File: src/rtl/sat_round_if.sv
// sat_round_if: sample stream bundle for the sat_round requantiser.
//   master : upstream side, drives in_valid/in_ch/in/rnd_mode, observes results
//   slave  : requantiser side, consumes input samples, drives out_* and sat flags
interface sat_round_if #(
  parameter int unsigned ISZ = 24,
  parameter int unsigned OSZ = 16,
  parameter int unsigned CHW = 2
);
  logic           in_valid;
  logic [CHW-1:0] in_ch;
  logic [ISZ-1:0] in;
  logic [1:0]     rnd_mode;
  logic           out_valid;
  logic [CHW-1:0] out_ch;
  logic [OSZ-1:0] out;
  logic           sat_hi;
  logic           sat_lo;

  modport master (
    output in_valid, in_ch, in, rnd_mode,
    input  out_valid, out_ch, out, sat_hi, sat_lo
  );

  modport slave (
    input  in_valid, in_ch, in, rnd_mode,
    output out_valid, out_ch, out, sat_hi, sat_lo
  );
endinterface

File: src/rtl/sat_round.sv
// sat_round: pipelined requantiser for tagged signed sample streams.
// Drops LSH LSBs with a selectable rounding mode, saturates to OSZ bits, and
// tracks saturation with per-channel sticky flags and a saturating event count.
// Ports:
//   clk, reset_n : clock, asynchronous active-low reset
//   sif (slave)  : in_valid/in_ch/in/rnd_mode in, out_valid/out_ch/out/sat_hi/sat_lo out
//   clr          : synchronous clear of sticky flags and sat_cnt
//   sticky       : per-channel saturation-seen flags
//   sat_cnt      : saturating count of saturated output samples
// Latency: sample captured at edge N is presented after edge N+2.
module sat_round #(
  parameter int unsigned ISZ  = 24,
  parameter int unsigned OSZ  = 16,
  parameter int unsigned LSH  = 4,
  parameter int unsigned NCH  = 4,
  parameter int unsigned CHW  = 2,
  parameter int unsigned CNTW = 16,
  parameter bit          WARN = 1'b1
) (
  input  logic            clk,
  input  logic            reset_n,
  sat_round_if.slave      sif,
  input  logic            clr,
  output logic [NCH-1:0]  sticky,
  output logic [CNTW-1:0] sat_cnt
);

  // Rounded value width; one guard bit so the rounding increment never overflows.
  localparam int unsigned W = ISZ - LSH + 1;
  localparam logic [OSZ-1:0] MaxVal = {1'b0, {(OSZ-1){1'b1}}};
  localparam logic [OSZ-1:0] MinVal = {1'b1, {(OSZ-1){1'b0}}};

  // Sample capture
  logic           v0_q;
  logic [CHW-1:0] ch0_q;
  logic [ISZ-1:0] in0_q;
  logic [1:0]     mode0_q;

  always_ff @(posedge clk or negedge reset_n) begin
    if (!reset_n) begin
      v0_q    <= 1'b0;
      ch0_q   <= '0;
      in0_q   <= '0;
      mode0_q <= 2'b00;
    end else begin
      v0_q <= sif.in_valid;
      if (sif.in_valid) begin
        ch0_q   <= sif.in_ch;
        in0_q   <= sif.in;
        mode0_q <= sif.rnd_mode;
      end
    end
  end

  // Stage 1: rounding
  logic [W-1:0] q;
  logic         h;
  logic         t;
  logic         inc;
  logic [W-1:0] r_d;

  assign q = {in0_q[ISZ-1], in0_q[ISZ-1:LSH]};
  assign h = in0_q[LSH-1];

  if (LSH > 1) begin : g_sticky_bits
    assign t = |in0_q[LSH-2:0];
  end else begin : g_no_sticky_bits
    assign t = 1'b0;
  end

  always_comb begin
    inc = 1'b0;
    case (mode0_q)
      2'b01:   inc = h;
      2'b10:   inc = h & (t | q[0]);  // ties go to the even neighbour
      default: inc = 1'b0;
    endcase
  end

  assign r_d = q + {{(W-1){1'b0}}, inc};

  logic           v1_q;
  logic [CHW-1:0] ch1_q;
  logic [W-1:0]   r1_q;

  always_ff @(posedge clk or negedge reset_n) begin
    if (!reset_n) begin
      v1_q  <= 1'b0;
      ch1_q <= '0;
      r1_q  <= '0;
    end else begin
      v1_q <= v0_q;
      if (v0_q) begin
        ch1_q <= ch0_q;
        r1_q  <= r_d;
      end
    end
  end

  // Stage 2: saturation. r fits in OSZ bits iff its top W-OSZ+1 bits are all equal.
  logic [W-OSZ:0] upper;
  logic           in_range;
  logic           hi_c;
  logic           lo_c;
  logic           sat_c;
  logic [OSZ-1:0] out_c;

  assign upper    = r1_q[W-1:OSZ-1];
  assign in_range = (&upper) | ~(|upper);
  assign hi_c     = ~in_range & ~r1_q[W-1];
  assign lo_c     = ~in_range & r1_q[W-1];
  assign sat_c    = hi_c | lo_c;

  always_comb begin
    out_c = r1_q[OSZ-1:0];
    if (hi_c) begin
      out_c = MaxVal;
    end else if (lo_c) begin
      out_c = MinVal;
    end
  end

  logic           out_valid_q;
  logic [CHW-1:0] out_ch_q;
  logic [OSZ-1:0] out_q;
  logic           sat_hi_q;
  logic           sat_lo_q;

  // Result fields only load on a valid sample so they hold between pulses.
  always_ff @(posedge clk or negedge reset_n) begin
    if (!reset_n) begin
      out_valid_q <= 1'b0;
      out_ch_q    <= '0;
      out_q       <= '0;
      sat_hi_q    <= 1'b0;
      sat_lo_q    <= 1'b0;
    end else begin
      out_valid_q <= v1_q;
      if (v1_q) begin
        out_ch_q <= ch1_q;
        out_q    <= out_c;
        sat_hi_q <= hi_c;
        sat_lo_q <= lo_c;
      end
    end
  end

  assign sif.out_valid = out_valid_q;
  assign sif.out_ch    = out_ch_q;
  assign sif.out       = out_q;
  assign sif.sat_hi    = sat_hi_q;
  assign sif.sat_lo    = sat_lo_q;

  // Saturation tracking; a coincident event is applied after clr so it survives.
  logic [NCH-1:0]  sticky_d;
  logic [NCH-1:0]  sticky_q;
  logic [CNTW-1:0] cnt_d;
  logic [CNTW-1:0] cnt_q;

  always_comb begin
    sticky_d = clr ? '0 : sticky_q;
    cnt_d    = clr ? '0 : cnt_q;
    if (v1_q && sat_c) begin
      for (int unsigned i = 0; i < NCH; i++) begin
        if (ch1_q == CHW'(i)) begin
          sticky_d[i] = 1'b1;
        end
      end
      if (cnt_d != '1) begin
        cnt_d = cnt_d + CNTW'(1);
      end
    end
  end

  always_ff @(posedge clk or negedge reset_n) begin
    if (!reset_n) begin
      sticky_q <= '0;
      cnt_q    <= '0;
    end else begin
      sticky_q <= sticky_d;
      cnt_q    <= cnt_d;
    end
  end

  assign sticky  = sticky_q;
  assign sat_cnt = cnt_q;

`ifndef SYNTHESIS
  if (WARN) begin : g_warn
    always_ff @(posedge clk) begin
      if (reset_n && v1_q && sat_c) begin
        $display("%m: t=%0t saturation r=%0d limit=%0d", $time, $signed(r1_q),
                 $signed(out_c));
      end
    end
  end
`endif

endmodule

File: src/flat_wrapper.sv
// flat-port wrapper written by rule: the top's interface ports become plain ports
module sat_round_flat 
#(
  parameter int unsigned ISZ  = 24,
  parameter int unsigned OSZ  = 16,
  parameter int unsigned LSH  = 4,
  parameter int unsigned NCH  = 4,
  parameter int unsigned CHW  = 2,
  parameter int unsigned CNTW = 16,
  parameter bit          WARN = 1'b1
)
  (clk, reset_n, clr, sticky, sat_cnt, sif_in_valid, sif_in_ch, sif_in, sif_rnd_mode, sif_out_valid, sif_out_ch, sif_out, sif_sat_hi, sif_sat_lo);
  sat_round_if #(.ISZ(ISZ), .OSZ(OSZ), .CHW(CHW)) sif_i ();
  input  logic clk;
  input  logic reset_n;
  input  logic clr;
  output logic [NCH-1:0] sticky;
  output logic [CNTW-1:0] sat_cnt;
  input wire logic [$bits(sif_i.in_valid)-1:0] sif_in_valid;
  input wire logic [$bits(sif_i.in_ch)-1:0] sif_in_ch;
  input wire logic [$bits(sif_i.in)-1:0] sif_in;
  input wire logic [$bits(sif_i.rnd_mode)-1:0] sif_rnd_mode;
  output wire logic [$bits(sif_i.out_valid)-1:0] sif_out_valid;
  output wire logic [$bits(sif_i.out_ch)-1:0] sif_out_ch;
  output wire logic [$bits(sif_i.out)-1:0] sif_out;
  output wire logic [$bits(sif_i.sat_hi)-1:0] sif_sat_hi;
  output wire logic [$bits(sif_i.sat_lo)-1:0] sif_sat_lo;
  assign sif_i.in_valid = sif_in_valid;
  assign sif_i.in_ch = sif_in_ch;
  assign sif_i.in = sif_in;
  assign sif_i.rnd_mode = sif_rnd_mode;
  assign sif_out_valid = sif_i.out_valid;
  assign sif_out_ch = sif_i.out_ch;
  assign sif_out = sif_i.out;
  assign sif_sat_hi = sif_i.sat_hi;
  assign sif_sat_lo = sif_i.sat_lo;
  sat_round #(.ISZ(ISZ), .OSZ(OSZ), .LSH(LSH), .NCH(NCH), .CHW(CHW), .CNTW(CNTW), .WARN(WARN)) u_core (.clk(clk), .reset_n(reset_n), .sif(sif_i), .clr(clr), .sticky(sticky), .sat_cnt(sat_cnt));
endmodule
File: config.mk
export PLATFORM = sky130hd
export DESIGN_NAME = sat_round_flat
export DESIGN_NICKNAME = d
export VERILOG_FILES = /design/src/rtl/sat_round_if.sv /design/src/rtl/sat_round.sv /design/src/flat_wrapper.sv
export SDC_FILE = /design/constraint.sdc
export NUM_CORES = 1
export LEC_CHECK = 0
export BUFFER_PORTS_ARGS = -buffer_cell sky130_fd_sc_hd__clkbuf_2
export CELL_PAD_IN_SITES_DETAIL_PLACEMENT = 0
export CELL_PAD_IN_SITES_GLOBAL_PLACEMENT = 1
export CORE_MARGIN = 2
export CORE_UTILIZATION = 44
export DETAILED_ROUTE_END_ITERATION = 12
export PLACE_DENSITY_LB_ADDON = 0.1
export SYNTH_ARGS = -nofsm -noshare
export SYNTH_HDL_FRONTEND = slang
export SYNTH_SLANG_ARGS = --single-unit
File: constraint.sdc
create_clock -name clk -period 2.35 [get_ports clk]
set_input_delay 0.235 -clock clk [delete_from_list [all_inputs] [get_ports clk]]
set_output_delay 0.235 -clock clk [all_outputs]
set_load 0.02 [all_outputs]
==> results of run 1 <==
==> path summary, 6_finish.rpt <==
check | startpoint | to | slack (ns) | cells past startpoint
max | u_core.in0_q[1] | u_core.r1_q[18] | 0.14 | 11
min | sif_rnd_mode[0] | u_core.mode0_q[0] | 0.08 | 3
max reg2reg | u_core.in0_q[1] | u_core.r1_q[18] | 0.14 | 11
min reg2reg | u_core.sat_cnt[15] | u_core.sat_cnt[15] | 0.49 | 1
max in group asynchronous | reset_n | u_core.in0_q[9] | 1.34 | 3
min in group asynchronous | reset_n | u_core.sat_cnt[0] | 0.32 | 2
==> final cells by class <==
cell class              count  area (sq um)
fillers                   851          4200
flip-flops and latches     94          2350
multi-input cells         263          1820
repair buffers             87           490
well taps                 129           161
clock buffers              13           149
clock inverters             3          67.6
inverters                  13          48.8
==> metal layers <==
metal | track usage, % | vias to the layer above
li1 | - | 1501
met5 | 0 | -
met3 | 3.63 | 11
met4 | 7.08 | 0
met2 | 23.7 | 92
met1 | 29.5 | 1437
==> sequential cells by signal, summed over array words and instances, names as in the netlist, 2 cells and up <==
signal and count:
u_core.ch1_q 2, u_core.sif.out_ch 2, u_core.sticky 4, u_core.sif.out 16, u_core.r1_q 21, u_core.in0_q 24
u_core.ch0_q 2, u_core.mode0_q 2, u_core.sat_cnt 16
==> cell families after synthesis <==
logic type                 after synthesis
DFF                                     94
buffers and inverters                   31
muxes                                   33
AOI/OAI and AO/OA                       71
adders and majority gates                5
xor gates and xnor gates                30
and+or+nand+nor                        124
==> power by group through the flow <==
| stage | sequential, mW | combinational [mW] | clock [mW] |
|---|---|---|---|
| after detailed placement | 1.97 | 0.568 | 0 |
| after CTS | 1.94 | 0.573 | 1.21 |
| after global placement | 1.96 | 0.556 | 0 |
| after floorplan | 2.01 | 0.287 | 0 |
| after global routing | 1.97 | 0.642 | 1.26 |
| final | 1.94 | 0.572 | 1.17 |
==> synth_stat cells (2+ instances only) <==
cell type  number  area share [%]
a2111oi_2       2            0.71
a21oi_1        52             6.1
and3_1          2            0.29
buf_1           3            0.26
buf_2           3            0.35
clkbuf_1       12             1.1
dfrtp_1        94              55
ha_1            5             1.5
inv_1          13             1.1
mux2_2         31             8.2
nand2_1        19             1.7
nand2b_1        5            0.74
nand3_1        15             1.8
nand4_1         7             1.0
nor2_1         47             4.2
nor2b_1         5            0.74
nor3_1          5            0.59
nor3b_1         2            0.35
nor4_1          5            0.74
o21ai_0         7            0.82
o32ai_1         2            0.41
or4_4           2            0.53
xnor2_1        18             3.7
xor2_1         12             2.5
==> worst max-delay path, stage by stage (launching register included) <==
cell     delay (ns)
dfrtp_1        0.38
or4_4          0.53
a21oi_2        0.17
nor3b_2        0.06
ha_2           0.18
ha_2           0.18
nand2_2        0.09
nor4_2         0.05
buf_4          0.15
nand2_1        0.07
xor2_1         0.14
a21oi_1        0.08
==> what timing repair did <==
item | CTS | global route
resized for setup | 0 | 10
setup endpoints to repair | 0 | 12
hold buffers | 1 | 0
endpoints found under the hold margin | 24 | 0
setup buffers | 0 | 2
==> metrics by stage <==
step / instance area [sq um] / util, % / TNS, ns / hold slack [ns] / cells
floorplan: 4250 / - / 0 / -0.0606 / 388
global placement: 4800 / 51.8 / 0 / 0.165 / 583
detailed placement: 4800 / 51.8 / 0 / 0.171 / 583
CTS: 5030 / 54.2 / 0 / 0.0621 / 600
global route: 5090 / 54.8 / -0.0700 / 0.0871 / 602
finish: 5090 / 54.8 / 0 / 0.0766 / 602
==> flow_summary_export.csv, run 1 <==
group,metric,value,unit
die,row_count,35,
global_routing,antenna_found_initial,0,
global_routing,grt_max_degree,71,
setup_path,endpoint_kind,"flop",
yosys,yosysWarnings,0,
yosys,synth_ff_type,"dfrtp_1",
sta,fmax,0.452,GHz
sta,min_period,2.21,ns
status,status,"complete, no violations",
route,via_per_inst,5.05,
setup_path,crit_required,2.58,ns
setup_path,critPathLaunchType,"flop",
clocking,root_buffer,"clkbuf_8",
clocking,numCtsBuffers,9,
yosys,syn_nets,425,
yosys,synth-edff-count,0,
final_layout,final_common_cell,"dfrtp_1",
route,wl_met3,515,um
pwr,vdd_drop_max,0.360,mV
flow_run,cap_viol_max_count,0,
clocking,cts_tree,"yes",
yosys,synthMuxAreaShare,8.72,%
die,io_pins,73,
yosys,synthCells,388,
clocking,clkTransAtPathRegs,0.09,ns
sta,worstMarginPinSlew,0.694,ns
pwr,p_per_area,723,nW/um^2
die,initial_core_util,45.8,%
sta,fin_skew,0.00988,ns
sta,slew_viol_final,0,
pwr,power.total,3.68,mW
global_routing,grt_pass1_vias,2954,
pwr,p_switching,1.02,mW
clocking,cts_max_level,3,
route,wl_met1,4.62,mm
final_layout,layout_common_cells,"dfrtp_1, clkbuf_2, a21oi_1",
pwr,pwr-share-clk,31.8,%
final_layout,area_growth,19.8,%
setup_path,worstPathMaxFanout,3,
pwr,swShare,27.7,%
pwr,combPwrFrac,15.5,%
route,drt.antenna.violating_nets,0,
final_layout,n_antenna_cell,0,
setup_path,critical_path_class,"reg -> reg",
yosys,ys_ff_latch,94,
final_layout,drive_above_1_share,32.3,%
die,core,9280,sq um
yosys,synth_area_per_cell,11.0,sq um
sta,setup_viol,0,
yosys,synth-compound-area-share,10.2,%
setup_path,cp.arrival,2.45,ns
route,route.final.wire_length,8.79,mm
die,die_w,102,um
yosys,syn_area,4250,sq um
pwr,p_int,2.66,mW
place,gp_congestion,0.815,
sta,min_period_over_period,94.1,%
yosys,synth_adder_area_share,1.47,%
clocking,cts_max_path_buffers,2,
global_routing,grt_use_total,18.2,%
die,dieArea,10500,sq um
pwr,p_leak,2.21,nW
route,drc,0,
place,pre_cts_slack,0.102,ns
min_path,hp-class,"in -> reg",
global_routing,grt-ovfl-total,0,
route,detail_route.wl_per_cell,14.6,um
route,wl_met2,3.53,mm
route,drtPass1Iterations,4,
clocking,cts_sinks,94,
sta,finalWorstSetupSlack,0.138,ns
final_layout,nets,505,
yosys,synth_xor_xnor_area_share,6.18,%
yosys,synth-simple-area-share,15.3,%
route,route.vias.total,3041,
pwr,p_seq_share,52.6,%
die,die_h,102,um
yosys,ys_seq_area_share,55.4,%
place,io_buffer_count,72,
sta,relSlewSlack,53.7,%
route,dr.max_layer_used,"met4",
sta,hold_violations,0,
yosys,async_flop_share,100,%
route,first_iter_violations,101,
yosys,ys_types,44,
global_routing,grt_pass1_wl,14.9,mm
place,hpwlAfterDp,6.18,mm
yosys,synth_top_family_by_area,"simple AND/OR/NAND/NOR gates",
clocking,clock_latency,0.36,ns
(Power assumes the default switching activity.)
==> run 2: changes to the inputs <==
CORE_ASPECT_RATIO = 0.8   (was unset)
CORE_MARGIN = unset   (was 2)
HOLD_SLACK_MARGIN = 0.12   (was unset)
==> run 2 against run 1 <==
- the flow now finishes with violations (DRC)
- worst hold slack better by 0.056 ns
- combinational power increased by 5.8%
- total power is 15% higher
- first-iteration DRC count increased by 37%
- largest power group unchanged
- non-clock buffer count increased by 20
- largest cell class unchanged
- sequential share of layout area decreased by 2.8 points
- global-route usage is 1.4 points higher
- critical endpoint is now u_core.r1_q[13]
- critical path depth shrank 2
==> flow_summary_export.csv, run 2 (synthesized netlist as in run 1, its figures left out) <==
group,metric,value,unit
pwr,vdd_drop_max,0.502,mV
clocking,clock_latency,0.34,ns
clocking,numCtsBuffers,9,
min_path,hold_end,"u_core.in0_q[19]",
route,route.final.wire_length,8.86,mm
global_routing,grt_pass1_wl,15.5,mm
route,detail_route.wl_per_cell,14.6,um
sta,slew_viol_final,0,
sta,fmax,0.447,GHz
final_layout,finalInstanceArea,5420,sq um
sta,fin_setup_tns,0,ns
final_layout,area_growth,27.5,%
final_layout,drive_above_1_share,30.4,%
global_routing,grt_pass1_vias,3027,
setup_path,cp_top_family,"simple AND/OR/NAND/NOR gates",
clocking,cts_tree,"yes",
final_layout,fillers,827,
final_layout,layout_common_cells,"dfrtp_1, clkbuf_2, a21oi_1",
setup_path,crit_path_max_incr_delay,0.54,ns
final_layout,seq_area,2350,sq um
setup_path,reg2reg_from,"u_core.in0_q[1]",
route,drtPass1Iterations,8,
setup_path,worstPathMaxFanout,3,
final_layout,reg_top3,"u_core.in0_q (24), u_core.r1_q (21)",
final_layout,finish.utilization,58.7,%
global_routing,grt_max_degree,43,
place,gp_congestion,0.789,
min_path,min-delay-start,"sif_in[19]",
clocking,root_buffer,"clkbuf_16",
route,drt.antenna.violating_nets,0,
die,die_w,112,um
sta,finalWorstSetupSlack,0.114,ns
route,drc,4,
setup_path,reg2regPathDepth,9,
setup_path,cp.arrival,2.45,ns
final_layout,regMostFlops,"u_core.in0_q",
sta,min_period_over_period,95.2,%
setup_path,crit_required,2.56,ns
sta,min_period,2.24,ns
global_routing,grt-ovfl-total,0,
setup_path,r2r-end,"u_core.r1_q[13]",
pwr,p_per_area,784,nW/um^2
die,die_h,89.9,um
setup_path,endpoint_kind,"flop",
place,pre_cts_slack,-0.0413,ns
global_routing,antenna_found_initial,0,
sta,grt_setup_unrepaired,"no",
setup_path,crit_chain,"or4_1 > a21oi_2 > nor3b_2 > ha_1 > nand3_1 > nor4_2 > buf_4 > xnor2_1 > a21oi_1",
sta,worstMarginPinSlew,0.748,ns
place,hpwlAfterDp,6.12,mm
setup_path,crit_slowest_cell,"or4_1",
die,core,9230,sq um
min_path,hold_depth,2,
clocking,cts_sinks,94,
setup_path,reg2reg_slack,0.11,ns
route,first_iter_violations,138,
die,dieArea,10100,sq um
final_layout,n_antenna_cell,0,
place,dp.cells,567,
route,via_per_inst,5.11,
clocking,cts_max_path_buffers,2,
final_layout,final_common_cell,"dfrtp_1",
final_layout,largest_reg_flops,24,
final_layout,final_cells,608,
setup_path,critical_path_class,"reg -> reg",
final_layout,multi_input_area,1820,sq um
route,route.vias.total,3106,
sta,setup_viol,0,
place,io_buffer_count,72,
setup_path,worstPathBufferInverterCount,1,
pwr,p_leak,2.37,nW
setup_path,critPathLaunchType,"flop",
sta,fin_skew,0.00499,ns
global_routing,grt_use_total,19.7,%
place,placed_area,4770,sq um
status,violations,"DRC",
status,status,"finished with violations",
sta,hold_violations,0,
min_path,hp-class,"in -> reg",
sta,relSlewSlack,50.0,%
flow_run,cap_viol_max_count,0,
clocking,clkTransAtPathRegs,0.06,ns
clocking,cts_max_level,3,
die,row_count,31,
final_layout,nets,525,
die,initial_core_util,46.0,%
die,io_pins,73,
[run 2: routing by layer]
| metal | routed length [um] | vias up | track usage [%] | part of all wire (%) |
|---|---|---|---|---|
| met5 | 0 | - | 0 | 0 |
| met1 | 4780 | 1476 | 30.8 | 54 |
| met2 | 3620 | 67 | 25.6 | 41 |
| met3 | 347 | 7 | 5.06 | 3.9 |
| li1 | - | 1556 | - | - |
| met4 | 112 | 0 | 7.43 | 1.3 |
[run 2: how the worst max path moves through the flow]
stage | end | cells after the start | startpoint
after floorplan | u_core.r1_q[15] | 9 | u_core.mode0_q[0]
after global placement | u_core.r1_q[18] | 10 | u_core.mode0_q[0]
after detailed placement | u_core.r1_q[14] | 10 | u_core.mode0_q[0]
after CTS | u_core.r1_q[14] | 10 | u_core.mode0_q[0]
after global routing | u_core.r1_q[12] | 10 | u_core.in0_q[1]
final | u_core.r1_q[13] | 9 | u_core.in0_q[1]
[run 2: power by group]
part / internal [mW] / leakage, nW / switching (mW)
Sequential: 1.79 / 1.12 / 0.139
Clock: 1.10 / 0.176 / 0.611
Combinational: 0.262 / 1.08 / 0.343
Total: 3.16 / 2.37 / 1.09
[run 2: metrics by stage]
stage | hold WS [ns] | total power [mW]
after global routing | 0.122 | 4.45
after global placement | 0.272 | 2.52
after floorplan | -0.0606 | 2.30
final | 0.132 | 4.25
after detailed placement | 0.267 | 2.53
after CTS | 0.120 | 4.29
[run 2: repair_timing]
item                                    CTS  global route
hold endpoints to repair                 63             0
buffers inserted                          0             1
pin swaps                                 0             2
hold buffers                             24             0
endpoints found under the setup margin    3            10
gates resized for setup                   1             7
[run 2: cell type report]
type / instances / area share (%)
Sequential cell: 94 / 43.4
Multi-Input combinational cell: 263 / 33.5
Inverter: 13 / 0.901
Timing Repair Buffer: 107 / 12.9
Tap cell: 115 / 2.66
Clock inverter: 5 / 1.92
Clock buffer: 11 / 4.67
==> run 3: changes to the inputs <==
CORE_MARGIN = 5   (was unset)
CORE_UTILIZATION = 45   (was 44)
CTS_BUF_LIST = sky130_fd_sc_hd__clkbuf_8   (was unset)
==> run 3 against run 2 <==
- the flow now finishes without violations
- total power down 17%
- count of clock-buffer cells in the layout is 1 lower
- die area rose by 14%
- sequential share of layout area grew 0.95 points
- sequential power about the same
- global-route usage shrank 2.9 points
- clock skew up 0.0035 ns
- worst hold slack improved by 0.12 ns
- critical path depth is 1 higher
- combinational power rose by 3%
- flip-flop and latch count unchanged
- via count is 1.4% higher
==> flow_summary_export.csv, run 3 (synthesized netlist as in run 1, its figures left out) <==
group,metric,value,unit
status,status,"complete, no violations",
global_routing,grt_pass1_wl,15.8,mm
final_layout,n_antenna_cell,0,
clocking,cts_tree,"yes",
final_layout,fillers,820,
clocking,root_buffer,"clkbuf_8",
clocking,clock_latency,0.36,ns
pwr,p_switching,1.03,mW
global_routing,grt_pass1_vias,3073,
setup_path,crit_required,2.58,ns
setup_path,reg2reg_slack,0.12,ns
setup_path,crit_slowest_cell,"or4_1",
final_layout,nets,531,
setup_path,crit_path_max_incr_delay,0.55,ns
sta,setup_viol,0,
sta,worstMarginPinSlew,0.763,ns
pwr,p_int,2.47,mW
die,die_h,96.9,um
route,wl_met3,447,um
route,wl_met2,3.67,mm
route,via_per_inst,5.14,
min_path,hold_depth,4,
sta,whs,0.252,ns
setup_path,worstPathMaxFanout,5,
die,row_count,31,
setup_path,reg2reg_from,"u_core.in0_q[1]",
die,io_pins,73,
setup_path,cp_top_family,"simple AND/OR/NAND/NOR gates",
min_path,hold_end,"u_core.sat_cnt[3]",
min_path,hp-class,"in -> reg",
route,wl_met1,4.85,mm
setup_path,r2r-end,"u_core.r1_q[12]",
pwr,vdd_drop_max,0.489,mV
final_layout,largest_reg_flops,24,
pwr,pwr-share-clk,27.4,%
sta,hold_violations,0,
clocking,cts_max_path_buffers,2,
setup_path,critical_path_class,"reg -> reg",
final_layout,reg_top3,"u_core.in0_q (24), u_core.r1_q (21)",
place,gp_congestion,0.804,
pwr,combPwrFrac,17.7,%
place,io_buffer_count,72,
route,detail_route.wl_per_cell,14.8,um
die,core,9150,sq um
pwr,swShare,29.5,%
route,dr.max_layer_used,"met4",
route,route.vias.total,3151,
final_layout,regMostFlops,"u_core.in0_q",
clocking,post_cts_buffers,0,
final_layout,drive_above_1_share,30.7,%
setup_path,crit_chain,"or4_1 > a21oi_2 > nor3b_2 > ha_2 > ha_2 > nand2_2 > nor3_1 > nand4_1 > xor2_1 > a21oi_1",
final_layout,finish.utilization,57.9,%
die,dieArea,11500,sq um
route,drt.antenna.violating_nets,0,
clocking,clkTransAtPathRegs,0.08,ns
sta,min_period,2.23,ns
global_routing,grt_use_total,16.8,%
sta,relSlewSlack,49.1,%
clocking,numCtsBuffers,9,
pwr,p_seq_share,54.9,%
final_layout,final_common_cell,"dfrtp_1",
setup_path,worstPathBufferInverterCount,0,
global_routing,grt-ovfl-total,0,
setup_path,cp.arrival,2.46,ns
route,drtPass1Iterations,4,
pwr,p_leak,2.31,nW
final_layout,layout_common_cells,"dfrtp_1, clkbuf_2, a21oi_1",
clocking,cts_max_level,3,
place,hpwlAfterDp,6.28,mm
final_layout,multi_input_area,1830,sq um
setup_path,critPathLaunchType,"flop",
sta,min_period_over_period,94.8,%
die,initial_core_util,46.4,%
route,drc,0,
final_layout,seq_area,2350,sq um
setup_path,endpoint_kind,"flop",
route,first_iter_violations,214,
setup_path,reg2regPathDepth,10,
clocking,cts_sinks,94,
sta,fmax,0.449,GHz
pwr,power.total,3.51,mW
die,die_w,119,um
sta,slew_viol_final,0,
route,route.final.wire_length,9.05,mm
sta,fin_skew,0.00852,ns
pwr,p_per_area,662,nW/um^2
global_routing,grt_max_degree,95,
final_layout,area_growth,24.7,%
flow_run,cap_viol_max_count,0,
global_routing,antenna_found_initial,0,
setup_path,cp_common_cell,"ha_2",
min_path,min-delay-start,"clr",
[run 3: cell type report]
cell class,count,share of cell area [%]
timing repair buffer,113,14.3
clock inverter,5,0.661
sequential,94,44.4
tap,115,2.71
multi-input combinational,263,34.5
clock buffer,10,2.60
inverter,13,0.921
[run 3: power groups by stage]
stage | sequential, mW | combinational (mW) | clock (mW)
finish | 1.93 | 0.621 | 0.959
global route | 1.95 | 0.692 | 1.08
CTS | 1.93 | 0.623 | 1.01
detailed placement | 1.96 | 0.582 | 0
global placement | 1.95 | 0.572 | 0
floorplan | 2.01 | 0.287 | 0
[run 3: worst max-delay path by stage]
stage                            startpoint              end  slack, ns  cells past startpoint
after floorplan           u_core.mode0_q[0]  u_core.r1_q[15]       0.20                      9
after global placement    u_core.mode0_q[0]  u_core.r1_q[18]       0.07                     10
after detailed placement  u_core.mode0_q[0]  u_core.r1_q[14]      -0.02                     10
after CTS                   u_core.in0_q[1]  u_core.r1_q[14]       0.05                     10
after global routing        u_core.in0_q[1]  u_core.r1_q[12]      -0.02                     10
final                       u_core.in0_q[1]  u_core.r1_q[12]       0.12                     10
[run 3: tightest hold or removal path, stage by stage]
cell and delay [ns]:
clkbuf_2 0.12, nor2b_2 0.06, nand4_1 0.10, xnor2_1 0.06
[run 3: routing by layer]
layer	global-route usage, %	up-vias
met5	0	-
met4	4.81	0
met3	4.72	7
met2	21.6	66
met1	26.9	1513
li1	-	1565
[run 3: stage by stage]
| stage | std cells | cell area (sq um) | TNS [ns] | setup WS (ns) |
|---|---|---|---|---|
| finish | 613 | 5300 | 0 | 0.122 |
| global route | 613 | 5300 | -0.0221 | -0.0221 |
| CTS | 613 | 5260 | 0 | 0.0478 |
| detailed placement | 569 | 4790 | -0.0237 | -0.0234 |
| global placement | 569 | 4790 | 0 | 0.0695 |
| floorplan | 388 | 4250 | 0 | 0.197 |
[run 3: timing repair]
item | 4_1_cts | 5_1_grt
pin swaps | 0 | 2
resized for setup | 1 | 10
setup endpoints to repair | 3 | 13
hold buffers | 29 | 0
endpoints found under the hold margin | 122 | 0
